[config.mk]
export PLATFORM = sky130hd
export DESIGN_NAME = time_calendar_core
export DESIGN_NICKNAME = d
export VERILOG_FILES = /design/src/rtl/time_calendar_core.sv
export SDC_FILE = /design/constraint.sdc
export NUM_CORES = 1
export LEC_CHECK = 0
export CELL_PAD_IN_SITES_DETAIL_PLACEMENT = 0
export CELL_PAD_IN_SITES_GLOBAL_PLACEMENT = 1
export CORE_MARGIN = 4
export CORE_UTILIZATION = 39
export DETAILED_ROUTE_END_ITERATION = 8
export GPL_ROUTABILITY_DRIVEN = 0
export MAX_ROUTING_LAYER = met4
export PLACE_DENSITY = 0.81
export SETUP_SLACK_MARGIN = 0.15
export SLEW_MARGIN = 30
export SYNTH_ARGS = -nofsm -noshare
export SYNTH_HDL_FRONTEND = slang
export SYNTH_SLANG_ARGS = --single-unit
[constraint.sdc]
create_clock -name CLK -period 3.7 [get_ports CLK]
set_input_delay 0.74 -clock CLK [delete_from_list [all_inputs] [get_ports CLK]]
set_output_delay 0.74 -clock CLK [all_outputs]
set_load 0.01 [all_outputs]
[src/rtl/time_calendar_core.sv]
// rtl/time_calendar_core.sv - 1 s prescaler, 24 h clock and 2000-2099 calendar with ASCII digit outputs
module time_calendar_core #(
    parameter int TICK_DIV = 50000
) (
    input  logic       CLK,
    input  logic       RESET,
    input  logic [5:0] MODE,
    input  logic       UP,
    input  logic       DOWN,
    output logic [7:0] H10,
    output logic [7:0] H1,
    output logic [7:0] M10,
    output logic [7:0] M1,
    output logic [7:0] S10,
    output logic [7:0] S1,
    output logic [7:0] Y10,
    output logic [7:0] Y1,
    output logic [7:0] MT10,
    output logic [7:0] MT1,
    output logic [7:0] D10,
    output logic [7:0] D1,
    output logic       SEC_TICK
);

    localparam int PW = 20;
    localparam logic [PW-1:0] PMAX = PW'(TICK_DIV - 1);

    typedef enum logic [2:0] {
        SEL_NONE, SEL_HOUR, SEL_MIN, SEL_SEC, SEL_YEAR, SEL_MON, SEL_DAY
    } sel_t;

    logic [PW-1:0] pcnt, pcnt_n;
    logic [4:0]    hour, hour_n;
    logic [5:0]    minute, minute_n;
    logic [5:0]    second, second_n;
    logic [6:0]    year, year_n;
    logic [3:0]    month, month_n;
    logic [4:0]    day, day_n;
    logic [4:0]    dim_cur, dim_new;
    sel_t          sel;
    logic          set_mode, tick, step_up, step_dn;

    function automatic logic [4:0] days_in(input logic [3:0] m, input logic [6:0] y);
        case (m)
            4'd4, 4'd6, 4'd9, 4'd11: days_in = 5'd30;
            4'd2:                    days_in = (y[1:0] == 2'd0) ? 5'd29 : 5'd28;
            default:                 days_in = 5'd31;
        endcase
    endfunction

    function automatic logic [15:0] to_ascii(input logic [6:0] v);
        logic [6:0] tens, units;
        tens     = v / 7'd10;
        units    = v % 7'd10;
        to_ascii = {8'h30 + {1'b0, tens}, 8'h30 + {1'b0, units}};
    endfunction

    always_comb begin
        case (MODE)
            6'b010011: sel = SEL_HOUR;
            6'b010101: sel = SEL_MIN;
            6'b010111: sel = SEL_SEC;
            6'b011011: sel = SEL_YEAR;
            6'b011101: sel = SEL_MON;
            6'b011111: sel = SEL_DAY;
            default:   sel = SEL_NONE;
        endcase
    end

    assign set_mode = (sel != SEL_NONE);
    assign tick     = !set_mode && (pcnt == PMAX);
    assign step_up  = set_mode && UP && !DOWN;
    assign step_dn  = set_mode && DOWN && !UP;
    assign dim_cur  = days_in(month, year);

    always_comb begin
        pcnt_n   = pcnt;
        hour_n   = hour;
        minute_n = minute;
        second_n = second;
        year_n   = year;
        month_n  = month;
        day_n    = day;
        if (set_mode) begin
            pcnt_n = '0;
            if (step_up || step_dn) begin
                case (sel)
                    SEL_HOUR: hour_n   = step_up ? ((hour == 5'd23) ? 5'd0 : hour + 5'd1)
                                                 : ((hour == 5'd0) ? 5'd23 : hour - 5'd1);
                    SEL_MIN:  minute_n = step_up ? ((minute == 6'd59) ? 6'd0 : minute + 6'd1)
                                                 : ((minute == 6'd0) ? 6'd59 : minute - 6'd1);
                    SEL_SEC:  second_n = step_up ? ((second == 6'd59) ? 6'd0 : second + 6'd1)
                                                 : ((second == 6'd0) ? 6'd59 : second - 6'd1);
                    SEL_YEAR: year_n   = step_up ? ((year == 7'd99) ? 7'd0 : year + 7'd1)
                                                 : ((year == 7'd0) ? 7'd99 : year - 7'd1);
                    SEL_MON:  month_n  = step_up ? ((month == 4'd12) ? 4'd1 : month + 4'd1)
                                                 : ((month == 4'd1) ? 4'd12 : month - 4'd1);
                    SEL_DAY:  day_n    = step_up ? ((day == dim_cur) ? 5'd1 : day + 5'd1)
                                                 : ((day == 5'd1) ? dim_cur : day - 5'd1);
                    default:  ;
                endcase
            end
        end else if (tick) begin
            pcnt_n = '0;
            if (second != 6'd59) second_n = second + 6'd1;
            else begin
                second_n = 6'd0;
                if (minute != 6'd59) minute_n = minute + 6'd1;
                else begin
                    minute_n = 6'd0;
                    if (hour != 5'd23) hour_n = hour + 5'd1;
                    else begin
                        hour_n = 5'd0;
                        if (day != dim_cur) day_n = day + 5'd1;
                        else begin
                            day_n = 5'd1;
                            if (month != 4'd12) month_n = month + 4'd1;
                            else begin
                                month_n = 4'd1;
                                year_n  = (year == 7'd99) ? 7'd0 : year + 7'd1;
                            end
                        end
                    end
                end
            end
        end else begin
            pcnt_n = pcnt + 1'b1;
        end
        // A month or year edit can leave the day past the new month's end.
        dim_new = days_in(month_n, year_n);
        if (day_n > dim_new) day_n = dim_new;
    end

    always_ff @(posedge CLK or posedge RESET) begin
        if (RESET) begin
            pcnt     <= '0;
            hour     <= 5'd0;
            minute   <= 6'd0;
            second   <= 6'd0;
            year     <= 7'd0;
            month    <= 4'd1;
            day      <= 5'd1;
            SEC_TICK <= 1'b0;
        end else begin
            pcnt     <= pcnt_n;
            hour     <= hour_n;
            minute   <= minute_n;
            second   <= second_n;
            year     <= year_n;
            month    <= month_n;
            day      <= day_n;
            SEC_TICK <= tick;
        end
    end

    always_ff @(posedge CLK or posedge RESET) begin
        if (RESET) begin
            {H10, H1}   <= 16'h3030;
            {M10, M1}   <= 16'h3030;
            {S10, S1}   <= 16'h3030;
            {Y10, Y1}   <= 16'h3030;
            {MT10, MT1} <= 16'h3031;
            {D10, D1}   <= 16'h3031;
        end else begin
            {H10, H1}   <= to_ascii({2'b0, hour});
            {M10, M1}   <= to_ascii({1'b0, minute});
            {S10, S1}   <= to_ascii({1'b0, second});
            {Y10, Y1}   <= to_ascii(year);
            {MT10, MT1} <= to_ascii({3'b0, month});
            {D10, D1}   <= to_ascii({2'b0, day});
        end
    end

endmodule

==> results.sh, run 1 <==
export IMPL_status="complete, but fails checks"
export IMPL_violations="negative setup slack"
export IMPL_multiInputGateArea_sq_mm=0.00515
export IMPL_worst_ep_required_time_ns=4.01
export IMPL_critPathBufInv=2
export IMPL_synth_top_area_share_pct=30.0
export IMPL_yosys_top_cells_area="dfrtp_1 30%, ha_1 7.9%, dfstp_2 5.0%"
export IMPL_num_fill_cells=2015
export IMPL_synth_warnings=0
export IMPL_hold_viol=0
export IMPL_hpwl_um=15600
export IMPL_nets=1226
export IMPL_pwr_share_clk_pct=25.2
export IMPL_ys_ff_latch=117
export IMPL_cts_buffer_depth=2
export IMPL_grt_pass1_wl_um=36300
export IMPL_remaining_drc_errors=0
export IMPL_synth_top_cell_by_area="dfrtp_1"
export IMPL_period_share_pct=100
export IMPL_avgSynthCellArea_sq_um=8.49
export IMPL_post_route_util_pct=52.2
export IMPL_min_path_type="flop to flop"
export IMPL_antenna_found_initial=0
export IMPL_io_pins=107
export IMPL_first_pass_iters=5
export IMPL_die_width_um=155
export IMPL_fmax_mhz=269
export IMPL_slowest_stage="or4_4"
export IMPL_routedWlPerCell_um=14.8
export IMPL_worstSetupEndpointType="flop"
export IMPL_worstSetupPathType="flop to flop"
export IMPL_fp_coreArea_sq_mm=0.0212
export IMPL_cts_tree="yes"
export IMPL_slew_violations=0
export IMPL_htree_levels=4
export IMPL_path_clk_slew_ns=0.06
export IMPL_switching_share_pct=37.2
export IMPL_setup_tns_ns=-0.0143
export IMPL_skew_ns=0.0110
export IMPL_yosysSeqAreaShare_pct=35.0
export IMPL_pwr_share_comb_pct=47.6
export IMPL_setup_slack_ns=-0.0143
export IMPL_worstSkewPairLatency_ns=0.43
export IMPL_cp_slowest_stage_delay_ns=0.46
export IMPL_pwr_share_seq_pct=27.2
export IMPL_vias=7720
export IMPL_register_area_sq_mm=0.00295
export IMPL_die_area_sq_mm=0.0240
export IMPL_postRouteAntennaNets=0
export IMPL_die_h_um=155
export IMPL_ctsHoldBuffers=0
export IMPL_p_int_mw=4.20
export IMPL_synthCells=992
export IMPL_synth_edf_count=0
export IMPL_synth_area_sq_mm=0.00842
export IMPL_power_mw=6.69
export IMPL_io_buffers=73
export IMPL_arrival_ns=4.02
export IMPL_cts_root_buf="clkbuf_16"
export IMPL_relSlewSlack_pct=41.7
export IMPL_critPathMaxFanout=5
export IMPL_drive_gt1_share_pct=21.4
export IMPL_numCtsBuffers=17
export IMPL_setup_viol=1
export IMPL_p_leak_nw=4.86
export IMPL_synthFlopType="dfrtp_1"
export IMPL_pwr_density_cell_mw_per_mm2=606
export IMPL_cp_start_kind="flop"
export IMPL_n_antenna_cell=0
export IMPL_grt_overflow=0
export IMPL_drt_iter0_drc=640
export IMPL_critical_path_top_delay_family="simple AND/OR/NAND/NOR gates"
export IMPL_finalWirelength_um=21500
export IMPL_grt_usage_pct=18.7
export IMPL_period_minus_slack_ns=3.71
export IMPL_tightest_slew_ns=0.875
export IMPL_crit_path_frequent_cell="a21oi_2"
export IMPL_rows=53
export IMPL_area_growth_pct=31.1
export IMPL_first_global_vias=7313
export IMPL_initial_core_util_pct=39.8
export IMPL_viasPerCell=5.32
export IMPL_p_switching_mw=2.49
export IMPL_synth_cell_types=79
export IMPL_async_reset_ff_share_pct=100
export IMPL_cap_violations=0
export IMPL_grt_max_degree=118
export IMPL_irDropWorstVdd_uv=498
export IMPL_rsz0062_at_grt="true"
export IMPL_dp_slack_ns=-0.404
export IMPL_cts_sinks=117
export IMPL_crit_chain="inv_2 -> ha_4 -> or3b_4 -> or4_4 -> o21a_4 -> a2111oi_4 -> a21oi_2 -> or3_4 -> or3_4 -> inv_2 -> ha_4 -> a21oi_2 -> a21oi_2 -> nand4_1 -> mux2_2"
==> power groups by stage <==
stage,Clock (mW),Sequential [mW],Combinational (mW)
2_1_floorplan,0,1.93,1.85
3_3_place_gp,0,1.84,2.94
3_5_place_dp,0,1.85,2.98
4_1_cts,1.73,1.83,3.09
5_1_grt,1.79,1.87,3.56
6_report,1.68,1.82,3.19
==> routing by layer <==
metal | track usage [%] | wire (um) | up-vias
met5 | - | 0 | -
met4 | 5.42 | 313 | 0
met3 | 3.00 | 995 | 30
met2 | 28.4 | 9800 | 209
met1 | 26.0 | 10400 | 3639
li1 | - | - | 3842
==> metrics by stage <==
| step | cell area (sq um) | std cells | hold WS (ns) |
|---|---|---|---|
| finish | 11000 | 1451 | 0.460 |
| global route | 11000 | 1451 | 0.491 |
| CTS | 10900 | 1441 | 0.463 |
| detailed placement | 10200 | 1402 | 0.454 |
| global placement | 10200 | 1402 | 0.449 |
| floorplan | 8690 | 1023 | 0.371 |
==> cells in the final DEF (no fill, tap or decap), types with 16 or more instances in the layout <==
cell and n:
nor2_1 97, dfrtp_1 96, o21ai_0 58, xor2_1 17, dfstp_2 16, nor3_1 25
clkbuf_16 17, ha_1 46, clkdlybuf4s50_1 73, inv_1 52, buf_4 133, nand3_1 37
nand2_1 72, a21oi_1 49, conb_1 33, xnor2_1 28
==> synth_stat cells, drive strengths merged, types with 6 or more instances <==
library cell	n
nand3	39
o22ai	13
ha	53
clkbuf	45
dfstp	16
and3	15
or3	9
o21ai	63
mux2i	8
buf	41
a211oi	12
nor3	27
nand4	15
or2	8
o31ai	10
nor4b	6
xnor2	29
xor2	17
nor2	98
nand2	74
inv	63
o211ai	12
a31oi	14
nor4	8
and2	11
and3b	6
a21oi	52
dfrtp	101
nand2b	10
a21o	8
a211o	10
nor2b	7
==> flip-flops by register name (all words and copies together) (netlist names) <==
register and count:
M10 3, H10 2, Y1 8, hour 5
month 4, minute 6, MT10 1, D10 2
year 7, second 6, M1 8, D1 8
MT1 8, SEC_TICK 1, S10 3, pcnt 20
Y10 4, day 5, H1 8, S1 8
==> final timing paths <==
check / startpoint / to / slack (ns) / depth (start not counted)
min reg2reg: pcnt[0] / pcnt[0] / 0.46 / 1
max reg2reg: month[0] / day[1] / -0.01 / 15
min: pcnt[0] / pcnt[0] / 0.46 / 1
max in group asynchronous: RESET / month[1] / 2.35 / 3
min in group asynchronous: RESET / D1[6] / 0.86 / 3
max: month[0] / day[1] / -0.01 / 15
==> final cells by class <==
type / count / share of cell area [%]
Clock buffer: 17 / 3.85
Clock inverter: 15 / 1.54
Inverter: 63 / 2.24
Multi-Input combinational cell: 757 / 46.6
Sequential cell: 117 / 26.8
Tap cell: 275 / 3.12
Timing Repair Buffer: 207 / 15.8
==> worst register-to-register path, cell delays in order, from the launching register on <==
cell and delay, ns:
dfstp_2 0.38, inv_2 0.09, ha_4 0.14, or3b_4 0.41, or4_4 0.47, o21a_4 0.16, a2111oi_4 0.30, a21oi_2 0.06
or3_4 0.37, or3_4 0.34, inv_2 0.07, ha_4 0.20, a21oi_2 0.13, a21oi_2 0.05, nand4_1 0.09, mux2_2 0.34
==> timing repair <==
action | in CTS | in global routing
endpoints found under the setup margin | 3 | 5
cloned | 0 | 0
endpoints found under the hold margin | 0 | 0
pin swaps | 2 | 13
buffers inserted | 7 | 10
resized for setup | 17 | 21
==> cells by family (layout without fill, tap and decap cells) <==
kind of cell    Yosys count  after routing  synth area share (%)
other cells               2             33                0.0892
compound gates          257            257                  20.7
xor+xnor                 46             46                  4.79
mux                      10             10                  1.22
fa+ha+maj                58             58                  8.47
simple gates            353            353                  21.3
flops                   117            117                  35.0
buf+inv                 149            302                  8.34
(Power assumes the default switching activity.)
==> run 2: changes to the inputs <==
--- a/config.mk
+++ b/config.mk
@@ -14,7 +14,8 @@
 export MAX_ROUTING_LAYER = met4
 export PLACE_DENSITY = 0.81
 export SETUP_SLACK_MARGIN = 0.15
-export SLEW_MARGIN = 30
+export SKIP_CTS_REPAIR_TIMING = 1
+export SLEW_MARGIN = 20
 export SYNTH_ARGS = -nofsm -noshare
 export SYNTH_HDL_FRONTEND = slang
 export SYNTH_SLANG_ARGS = --single-unit
==> results.sh, run 2 (same netlist as run 1, synthesis figures left out) <==
export IMPL_status="complete, but fails checks"
export IMPL_violations="negative setup slack"
export IMPL_viasPerCell=5.33
export IMPL_worstSkewPairLatency_ns=0.42
export IMPL_die_width_um=155
export IMPL_grt_pass1_wl_um=36100
export IMPL_cts_root_buf="clkbuf_16"
export IMPL_cts_sinks=117
export IMPL_drt_iter0_drc=583
export IMPL_fmax_mhz=268
export IMPL_dpl_instance_area_sq_mm=0.0102
export IMPL_grt_max_degree=118
export IMPL_io_buffers=73
export IMPL_grt_use_met1_pct=26.0
export IMPL_tightest_slew_ns=0.860
export IMPL_slew_violations=0
export IMPL_initial_core_util_pct=39.8
export IMPL_skew_ns=0.0113
export IMPL_first_global_vias=7248
export IMPL_irDropWorstVdd_uv=504
export IMPL_hold_viol=0
export IMPL_cts_buffer_depth=2
export IMPL_worstSetupPathType="flop to flop"
export IMPL_drive_gt1_share_pct=20.8
export IMPL_rows=53
export IMPL_finalWirelength_um=21400
export IMPL_num_fill_cells=2014
export IMPL_use_met3_pct=3.12
export IMPL_antenna_found_initial=0
export IMPL_remaining_drc_errors=0
export IMPL_dp_cells=1402
export IMPL_area_growth_pct=30.5
export IMPL_first_pass_iters=5
export IMPL_vias=7707
export IMPL_worst_ep_required_time_ns=4.00
export IMPL_rsz0062_at_grt="true"
export IMPL_path_clk_slew_ns=0.06
export IMPL_cp_start_kind="flop"
export IMPL_routedWlPerCell_um=14.8
export IMPL_arrival_ns=4.04
export IMPL_busiest_layer="met2"
export IMPL_relSlewSlack_pct=42.6
export IMPL_min_path_type="flop to flop"
export IMPL_critPathMaxFanout=5
export IMPL_hpwl_um=15600
export IMPL_worstSetupEndpointType="flop"
export IMPL_die_h_um=155
export IMPL_use_met2_pct=28.1
export IMPL_setup_viol=1
export IMPL_largest_reg_flops=20
export IMPL_fp_coreArea_sq_mm=0.0212
export IMPL_htree_levels=4
export IMPL_grt_usage_pct=18.6
export IMPL_period_share_pct=101
export IMPL_setup_slack_ns=-0.0364
export IMPL_numCtsBuffers=17
export IMPL_period_minus_slack_ns=3.74
export IMPL_postRouteAntennaNets=0
export IMPL_nets=1221
export IMPL_layout_common_cells="128 x buf_4, 97 x nor2_1, 96 x dfrtp_1"
export IMPL_final_cells=1446
export IMPL_final_common_cell="buf_4"
export IMPL_largest_register="pcnt"
export IMPL_n_antenna_cell=0
export IMPL_io_pins=107
export IMPL_grt_overflow=0
export IMPL_p_leak_nw=4.84
export IMPL_stdcell_area_sq_mm=0.0110
export IMPL_cts_tree="yes"
export IMPL_die_area_sq_mm=0.0240
export IMPL_pwr_density_cell_mw_per_mm2=606
export IMPL_cap_violations=0
==> run 2: routing by layer <==
layer / up-vias / wire length [um]
met5: - / 0
met2: 215 / 9750
met4: 0 / 272
li1: 3828 / -
met3: 22 / 1000
met1: 3642 / 10400
==> run 2: layout make-up <==
type,instances,area [sq um],area share (%)
multi-input combinational,757,5130,46.7
sequential,117,2950,26.9
timing repair buffer,202,1710,15.6
clock buffer,17,425,3.87
tap,275,344,3.13
inverter,63,248,2.26
clock inverter,15,170,1.55
==> run 2: stage by stage <==
stage	setup TNS (ns)	power, mW	worst slack, ns	hold slack, ns	util [%]
2_1_floorplan	-0.0149	3.78	-0.0149	0.371	-
3_3_place_gp	-0.682	4.78	-0.366	0.449	48.0
3_5_place_dp	-0.743	4.83	-0.404	0.454	48.0
4_1_cts	-0.391	6.56	-0.215	0.463	50.9
5_1_grt	-0.275	7.18	-0.156	0.491	51.9
6_report	-0.0364	6.66	-0.0364	0.462	51.9
==> run 2: worst paths after layout <==
check,slack [ns],endpoint,cells past startpoint,startpoint
worst max register to register,-0.04,day[1],14,month[0]
worst min-delay path,0.46,pcnt[0],1,pcnt[0]
min in group asynchronous,0.86,D1[6],3,RESET
worst max-delay path,-0.04,day[1],14,month[0]
worst min register to register,0.46,pcnt[0],1,pcnt[0]
max in group asynchronous,2.35,month[1],3,RESET
==> run 2: power breakdown <==
| group | internal (mW) | switching [mW] | leakage (nW) | total, mW |
|---|---|---|---|---|
| Sequential | 1.64 | 0.187 | 1.46 | 1.83 |
| Combinational | 1.53 | 1.62 | 3.10 | 3.15 |
| Clock | 1.01 | 0.675 | 0.282 | 1.68 |
==> run 2: critical path, cell delays in order (launching register included) <==
cell       delay, ns
dfstp_2         0.38
inv_2           0.08
ha_4            0.14
or3b_4          0.41
or4_4           0.46
o21ai_4         0.14
o2111ai_4       0.18
or4_4           0.48
a31oi_4         0.21
o211a_1         0.19
nor2_2          0.05
ha_1            0.28
a21oi_2         0.17
nand4_1         0.13
mux2_2          0.30
==> run 3: changes to the inputs <==
--- a/config.mk
+++ b/config.mk
@@ -15,6 +15,7 @@
 export PLACE_DENSITY = 0.81
 export SETUP_SLACK_MARGIN = 0.15
 export SKIP_CTS_REPAIR_TIMING = 1
+export SKIP_LAST_GASP = 1
 export SLEW_MARGIN = 20
 export SYNTH_ARGS = -nofsm -noshare
 export SYNTH_HDL_FRONTEND = slang
==> results.sh, run 3 (same netlist as run 1, synthesis figures left out) <==
export IMPL_cts_buffer_depth=2
export IMPL_grt_use_met1_pct=26.0
export IMPL_final_common_cell="buf_4"
export IMPL_final_cells=1446
export IMPL_dp_slack_ns=-0.404
export IMPL_postRouteAntennaNets=0
export IMPL_grt_pass1_wl_um=36100
export IMPL_hold_viol=0
export IMPL_nets=1221
export IMPL_r2r_slack_ns=-0.03
export IMPL_slew_violations=0
export IMPL_p_leak_nw=4.84
export IMPL_post_route_util_pct=51.9
export IMPL_tightest_slew_ns=0.862
export IMPL_remaining_drc_errors=0
export IMPL_die_area_sq_mm=0.0240
export IMPL_hold_path_cell_count=1
export IMPL_arrival_ns=4.04
export IMPL_dpl_instance_area_sq_mm=0.0102
export IMPL_n_antenna_cell=0
export IMPL_vias=7729
export IMPL_htree_levels=4
export IMPL_cts_tree="yes"
export IMPL_grt_max_degree=118
export IMPL_irDropWorstVdd_uv=504
export IMPL_stdcell_area_sq_mm=0.0110
export IMPL_busiest_layer="met2"
export IMPL_fmax_mhz=268
export IMPL_largest_reg_flops=20
export IMPL_die_width_um=155
export IMPL_setup_slack_ns=-0.0347
export IMPL_path_clk_slew_ns=0.06
export IMPL_io_pins=107
export IMPL_skew_ns=0.0112
export IMPL_cp_start_kind="flop"
export IMPL_cts_sinks=117
export IMPL_cap_violations=0
export IMPL_relSlewSlack_pct=42.5
export IMPL_first_global_vias=7248
export IMPL_period_minus_slack_ns=3.73
export IMPL_area_growth_pct=30.4
export IMPL_antenna_found_initial=0
export IMPL_numCtsBuffers=17
export IMPL_cts_root_buf="clkbuf_16"
export IMPL_critPathMaxFanout=5
export IMPL_drt_iter0_drc=631
export IMPL_status="complete, but fails checks"
export IMPL_worstSetupPathType="flop to flop"
export IMPL_setup_tns_ns=-0.0347
export IMPL_dp_cells=1402
export IMPL_min_path_type="flop to flop"
export IMPL_grt_overflow=0
export IMPL_finalWirelength_um=21500
export IMPL_worstSkewPairLatency_ns=0.42
export IMPL_use_met3_pct=3.12
export IMPL_reg2reg_depth=14
export IMPL_largest_register="pcnt"
export IMPL_viasPerCell=5.35
export IMPL_fp_coreArea_sq_mm=0.0212
export IMPL_initial_core_util_pct=39.8
export IMPL_fin_hold_ws_ns=0.460
export IMPL_violations="negative setup slack"
export IMPL_power_mw=6.65
export IMPL_drive_gt1_share_pct=20.6
export IMPL_hpwl_um=15600
export IMPL_first_pass_iters=5
export IMPL_layout_common_cells="128 x buf_4, 97 x nor2_1, 96 x dfrtp_1"
export IMPL_rsz0062_at_grt="true"
export IMPL_period_share_pct=101
export IMPL_use_met2_pct=28.1
export IMPL_die_h_um=155
export IMPL_rows=53
export IMPL_grt_usage_pct=18.6
export IMPL_worstSetupEndpointType="flop"
export IMPL_setup_viol=1
export IMPL_io_buffers=73
export IMPL_pwr_density_cell_mw_per_mm2=606
export IMPL_routedWlPerCell_um=14.9
export IMPL_worst_ep_required_time_ns=4.00
==> run 3: cell counts in the layout (fill, tap and decap cells not counted) <==
No cell type changed its count.
==> run 3: cell type report <==
type	instances	area, sq um
timing repair buffer	202	1710
inverter	63	248
clock inverter	15	170
clock buffer	17	425
fill	2011	10200
sequential	117	2950
tap	275	344
multi-input combinational	757	5120
==> run 3: worst max-delay path: stages (launching register included) <==
cell and delay [ns]:
dfstp_2 0.38, inv_2 0.08, ha_4 0.14, or3b_4 0.41, or4_4 0.46, o21ai_4 0.14
o2111ai_4 0.18, or4_4 0.48, a31oi_4 0.21, o211a_1 0.19, nor2_2 0.05, ha_1 0.28
a21oi_2 0.17, nand4_1 0.13, mux2_2 0.30
==> run 3: final timing paths <==
kind                       startpoint  endpoint
hold / removal                pcnt[0]   pcnt[0]
max in group asynchronous       RESET  month[1]
setup reg to reg             month[0]    day[1]
min in group asynchronous       RESET     D1[6]
hold reg to reg               pcnt[0]   pcnt[0]
setup / recovery             month[0]    day[1]
==> run 3: report_power, final <==
part	internal, mW	total, mW	switching [mW]
clock network	1.01	1.68	0.675
registers	1.64	1.83	0.188
logic	1.52	3.14	1.62
==> run 3: layer usage <==
| layer | vias to the layer above | wire length [um] |
|---|---|---|
| met5 | - | 0 |
| met4 | 0 | 283 |
| met3 | 24 | 1040 |
| met2 | 220 | 9820 |
| met1 | 3656 | 10400 |
| li1 | 3829 | - |
==> RTL change 1: new RTL, settings of run 2 <==
Make the reset (`RESET`) synchronous in 2 clocked blocks.
--- a/src/rtl/time_calendar_core.sv
+++ b/src/rtl/time_calendar_core.sv
@@ -131,7 +131,7 @@
         if (day_n > dim_new) day_n = dim_new;
     end
 
-    always_ff @(posedge CLK or posedge RESET) begin
+    always_ff @(posedge CLK) begin
         if (RESET) begin
             pcnt     <= '0;
             hour     <= 5'd0;
@@ -153,7 +153,7 @@
         end
     end
 
-    always_ff @(posedge CLK or posedge RESET) begin
+    always_ff @(posedge CLK) begin
         if (RESET) begin
             {H10, H1}   <= 16'h3030;
             {M10, M1}   <= 16'h3030;
Formal check against the unedited RTL: differs if RESET is asserted again (counterexample within 4 cycles, from zero or initial values and one cycle with RESET high); with RESET held inactive, the same outputs for 4 cycles.
==> RTL change 1 against run 2 <==
- the flow still finishes with violations (setup timing)
- setup slack got worse by 0.11 ns
- cell count rose by 9.5%
- synthesized cell count grew 12%
- cell area grew 0.66%
- critical endpoint is now day[0]
- area after synthesis shrank 2.0%
- critical path depth grew 7
- wire length up 9.4%
- sequential cell count is the same
- fmax fell by 2.9%
- critical path type unchanged
Power is not compared: it rests on default switching activity, and its combinational part moved more than twofold at a synthesized area within 25%.
==> RTL change 1: results (changes against run 2) <==
- Commonest cells post-synth: 169 x nor2_1, 117 x dfxtp_1, 102 x nand2_1, 74 x a21oi_1, 68 x o21ai_0 (was 101 x dfrtp_1, 98 x nor2_1, 74 x nand2_1, 61 x inv_1, 61 x o21ai_0)
- DP HPWL: 16.9 mm (was 15.6 mm)
- Final WS setup: -0.149 ns (was -0.0364 ns)
- CP Max Fanout: 3 (was 5)
- Failing checks: setup timing (unchanged)
- Initial drt markers: 554 (was 583)
- Fillcell total: 2015 (was 2014)
- GRT Util Overall: 0.199 (was 0.186)
- Number of global-route vias before repair: 7813 (was 7248)
- Post-Synth Adder-Cell Area: 0.0861 (was 0.0847)
- Worst path slowest cell: a311o_1 (was or4_4)
- Mux cell area share after synthesis: 0.0127 (was 0.0122)
- Placed Instance Area: 0.0101 mm² (was 0.0102 mm²)
- Seq/Total Area, Yosys: 0.284 (was 0.350)
- Final setup viols: 2 (was 1)
- Compound-cell area share of the yosys netlist: 0.219 (was 0.207)
- Synth cell types: 77 (was 79)
- Share of cells above drive strength 1: 0.199 (was 0.208)
- Syn Inst Count: 1115 (was 992)
- Xor-xnor portion of the synthesized cell area: 0.0520 (was 0.0479)
- Final non-filler cell total: 1583 (was 1446)
- Total power: 3.31 mW
- Slew @ Worst Pin: 0.779 ns (was 0.860 ns)
- Skew final: 0.0113 ns (about the same)
- Fin nets: 1366 (was 1221)
- Global-route wire length before repair: 38.4 mm (was 36.1 mm)
- Status: finished, violations left (unchanged)
## RTL change 1: per-layer routing
| metal | global-route usage | vias to the layer above | routed length (µm) |
|---|---|---|---|
| met2 | 0.345 | 243 | 11800 |
| met5 | - | - | 0 |
| met1 | 0.241 | 3910 | 10200 |
| met3 | 0.0303 | 39 | 1010 |
| met4 | 0.0509 | 0 | 402 |
| li1 | - | 4247 | - |
## RTL change 1: final cells by class
cell class | count | area share
clock buffers | 17 | 0.0385
clock inverters | 15 | 0.0193
inverters | 38 | 0.0129
multi-input cells | 890 | 0.508
flip-flops and latches | 117 | 0.212
well taps | 270 | 0.0305
repair buffers | 236 | 0.178
## RTL change 1: worst paths after layout
path / start / endpoint / slack, ns
worst max-delay path: month[0] / day[0] / -0.15
worst min-delay path: pcnt[0] / pcnt[0] / 0.52
worst max register to register: month[0] / day[0] / -0.15
worst min register to register: pcnt[0] / pcnt[0] / 0.52
## RTL change 1: kinds of logic after synthesis
family,Yosys count
AND/OR/NAND/NOR,459
AO/OA/AOI/OAI,282
buffers and inverters,139
flip-flops,117
adder cells (fa/ha/maj),57
XOR/XNOR,49
multiplexers,10
other,2
## RTL change 1: per-stage QoR
stage / worst slack, ns / utilization / hold slack, ns
after CTS: -0.436 / 0.525 / 0.529
after global routing: -0.317 / 0.540 / 0.555
after floorplan: -0.173 / - / 0.418
after detailed placement: -0.676 / 0.494 / 0.515
after global placement: -0.557 / 0.494 / 0.499
final: -0.149 / 0.540 / 0.522
## RTL change 1: critical path, delay by kind of cell (launching register included)
kind	cells	cell delay (ns)
flops	1	0.32
buf+inv	6	0.83
simple gates	8	1.06
mux	1	0.26
fa+ha+maj	2	0.45
compound gates	4	0.82
==> RTL change 2: new RTL, config.mk and constraints of run 2 <==
Made on the original files. Set the localparam `PW` to 30 (it was 20).
--- a/src/rtl/time_calendar_core.sv
+++ b/src/rtl/time_calendar_core.sv
@@ -22,7 +22,7 @@
     output logic       SEC_TICK
 );
 
-    localparam int PW = 20;
+    localparam int PW = 30;
     localparam logic [PW-1:0] PMAX = PW'(TICK_DIV - 1);
 
     typedef enum logic [2:0] {
Formal check against the unedited RTL: no difference found for any inputs over 4 cycles, from zero or initial values and one cycle with RESET high; that may be too few to reach the edited logic, so the function may still have changed.
==> RTL change 2 against run 2 <==
- sequential power is 4% higher
- fmax is 8.6% higher
- synthesized cell count is 2.8% higher
- via count is 0.34% higher
- total power is 11% lower
- area after synthesis is 3.2% higher
- sequential cell count is 10 higher
- wire length is 3.3% higher
- cell area is 0.84% lower
- setup slack better by 0.29 ns
- critical endpoint is now day[0]
- largest cell class unchanged
- largest power group unchanged
==> RTL change 2: results (changes against run 2) <==
- Pleak: 4.69 nW (was 4.84 nW)
- Drt first pass iters: 5 (unchanged)
- Largest net degree at the start of global routing: 128 (was 118)
- Initial drt markers: 410 (was 583)
- Number of diodes: 0 (unchanged)
- Share of cells above drive strength 1: 0.167 (was 0.208)
- Hold endpoint: pcnt[0] (unchanged)
- Reg2reg end: day[0] (was day[1])
- Worst path slowest cell: dfstp_2 (was or4_4)
- Placed Instance Area: 0.0100 mm² (was 0.0102 mm²)
- Hold path startpoint: pcnt[0] (unchanged)
- FF-to-FF setup slack: 0.26 ns (was -0.04 ns)
- Drt total wl: 22.1 mm (was 21.4 mm)
- Ranking of synthesized cells by area: dfrtp_1 32%, ha_1 6.9%, dfstp_2 4.8% (was dfrtp_1 30%, ha_1 7.9%, dfstp_2 5.0%)
- GRT Util Overall: 0.184 (was 0.186)
- Skew final: 0.0146 ns (was 0.0113 ns)
- H-tree depth: 4 (unchanged)
- Crit path max-delay family: simple AND/OR/NAND/NOR gates (unchanged)
- CP Max Fanout: 5 (unchanged)
- DP HPWL: 15.2 mm (was 15.6 mm)
- Post-synthesis average cell area: 8.52 µm² (was 8.49 µm²)
- Fillcell total: 2118 (was 2014)
- Initial antenna violation count: 0 (unchanged)
- Worst r2r path cells: 17 (was 14)
- YS warnings: 0 (unchanged)
- Fin nets: 1208 (was 1221)
- Final non-filler cell total: 1443 (was 1446)
- Slew @ Worst Pin: 0.736 ns (was 0.860 ns)
- Largest register FFs: 30 (was 20)
- Hold crit path type: flip-flop to flip-flop (unchanged)
- Worst-Skew Late Latency: 0.43 ns
- Min-Delay Path Depth: 1 (unchanged)
- Finished Cell Area: 0.0109 mm² (was 0.0110 mm²)
- Peak VDD IR: 340 µV (was 504 µV)
- Via count: 7733 (was 7707)
- Status: finished, final reports clean (was finished, violations left)
- Global-route wire length before repair: 36.5 mm (was 36.1 mm)
- Worst-path clk slew: 0.06 ns (about the same)
- Number of global-route vias before repair: 7344 (was 7248)
- R2R Path Start: month[0] (unchanged)
- Top cell type's share of synthesized area: 0.320 (was 0.300)
- FFs w/ async S/R, synth: 1.00 (unchanged)
- Clock Path Buffers: 2 (unchanged)
- Synth cell types: 86 (was 79)
- Largest Register: pcnt (unchanged)
- Commonest cells post-synth: 111 x dfrtp_1, 104 x nor2_1, 87 x nand2_1, 75 x o21ai_0, 61 x a21oi_1 (was 101 x dfrtp_1, 98 x nor2_1, 74 x nand2_1, 61 x inv_1, 61 x o21ai_0)
- Seq/Total Area, Yosys: 0.368 (was 0.350)
- Hold WS: 0.461 ns (was 0.462 ns)
- Crit path largest cell delay: 0.58 ns (was 0.48 ns)
- CTS buffer count: 17 (unchanged)
- IO Port Bufs: 73 (unchanged)
- Clock Tree Root: clkbuf_16 (unchanged)
- Crit path arrival time: 3.78 ns (was 4.04 ns)
RTL change 2: changes by cell type in the layout (fill, tap and decap cells not counted), moves of 9 or more:
| cell | change |
|---|---|
| a211o_1 | -9 |
| o21ai_0 | +15 |
| a21oi_1 | +12 |
| a211oi_1 | -11 |
| nand2_1 | +15 |
| buf_4 | -36 |
| dfrtp_1 | +14 |
RTL change 2: worst max path at each step:
| stage | cells after the start | start | slack (ns) | endpoint |
|---|---|---|---|---|
| floorplan | 16 | year[1] | 0.19 | day[1] |
| global placement | 15 | MODE[5] | -0.20 | day[1] |
| detailed placement | 14 | MODE[5] | -0.25 | day[0] |
| CTS | 15 | month[0] | 0.02 | day[0] |
| global route | 18 | month[0] | 0.13 | day[1] |
| finish | 17 | month[0] | 0.26 | day[0] |
RTL change 2: cell type report:
cell class,count,share of cell area
flip-flops and latches,127,0.294
clock buffers,19,0.0407
repair buffers,167,0.134
inverters,52,0.0185
clock inverters,13,0.0117
multi-input cells,785,0.469
well taps,280,0.0322
RTL change 2: layer usage:
metal  wire length, µm  GRT usage  vias up
met2             10700      0.286      184
met4               228     0.0496        0
met1             10200      0.248     3735
met3               968     0.0352       14
li1                  -          -     3800
met5                 0          -        -
RTL change 2: power breakdown:
part | leakage [nW] | internal, mW | switching [mW] | total (mW)
clock network | 0.272 | 0.955 | 0.681 | 1.64
logic | 2.82 | 1.13 | 1.26 | 2.39
registers | 1.59 | 1.72 | 0.192 | 1.91
RTL change 2: worst reg2reg max path, cell delays in order, from the launching register on:
cell     delay (ns)
dfstp_2        0.58
buf_6          0.14
ha_4           0.13
nor2_1         0.05
o22a_1         0.24
mux2_4         0.37
nor4_4         0.21
mux2i_1        0.23
nand2_1        0.13
or3_4          0.40
o21ai_4        0.07
inv_2          0.04
ha_2           0.15
inv_1          0.05
a21oi_1        0.06
a21oi_1        0.13
nand4_1        0.16
mux2i_1        0.22
RTL change 2: cell families (layout without fill, tap and decap cells):
logic type | after synthesis | in the layout | synth area share
other | 2 | 33 | 0.000865
buffers and inverters | 139 | 251 | 0.0756
and+or+nand+nor | 382 | 382 | 0.229
muxes | 18 | 18 | 0.0216
DFF | 127 | 127 | 0.368
xor gates and xnor gates | 57 | 57 | 0.0575
adders and majority gates | 50 | 50 | 0.0714
AOI/OAI and AO/OA | 245 | 245 | 0.176
RTL change 2: stage by stage:
stage	TNS, ns	setup slack, ns
4_1_cts	0	0.0245
6_report	0	0.258
3_3_place_gp	-0.362	-0.196
5_1_grt	0	0.125
2_1_floorplan	0	0.188
3_5_place_dp	-0.496	-0.252
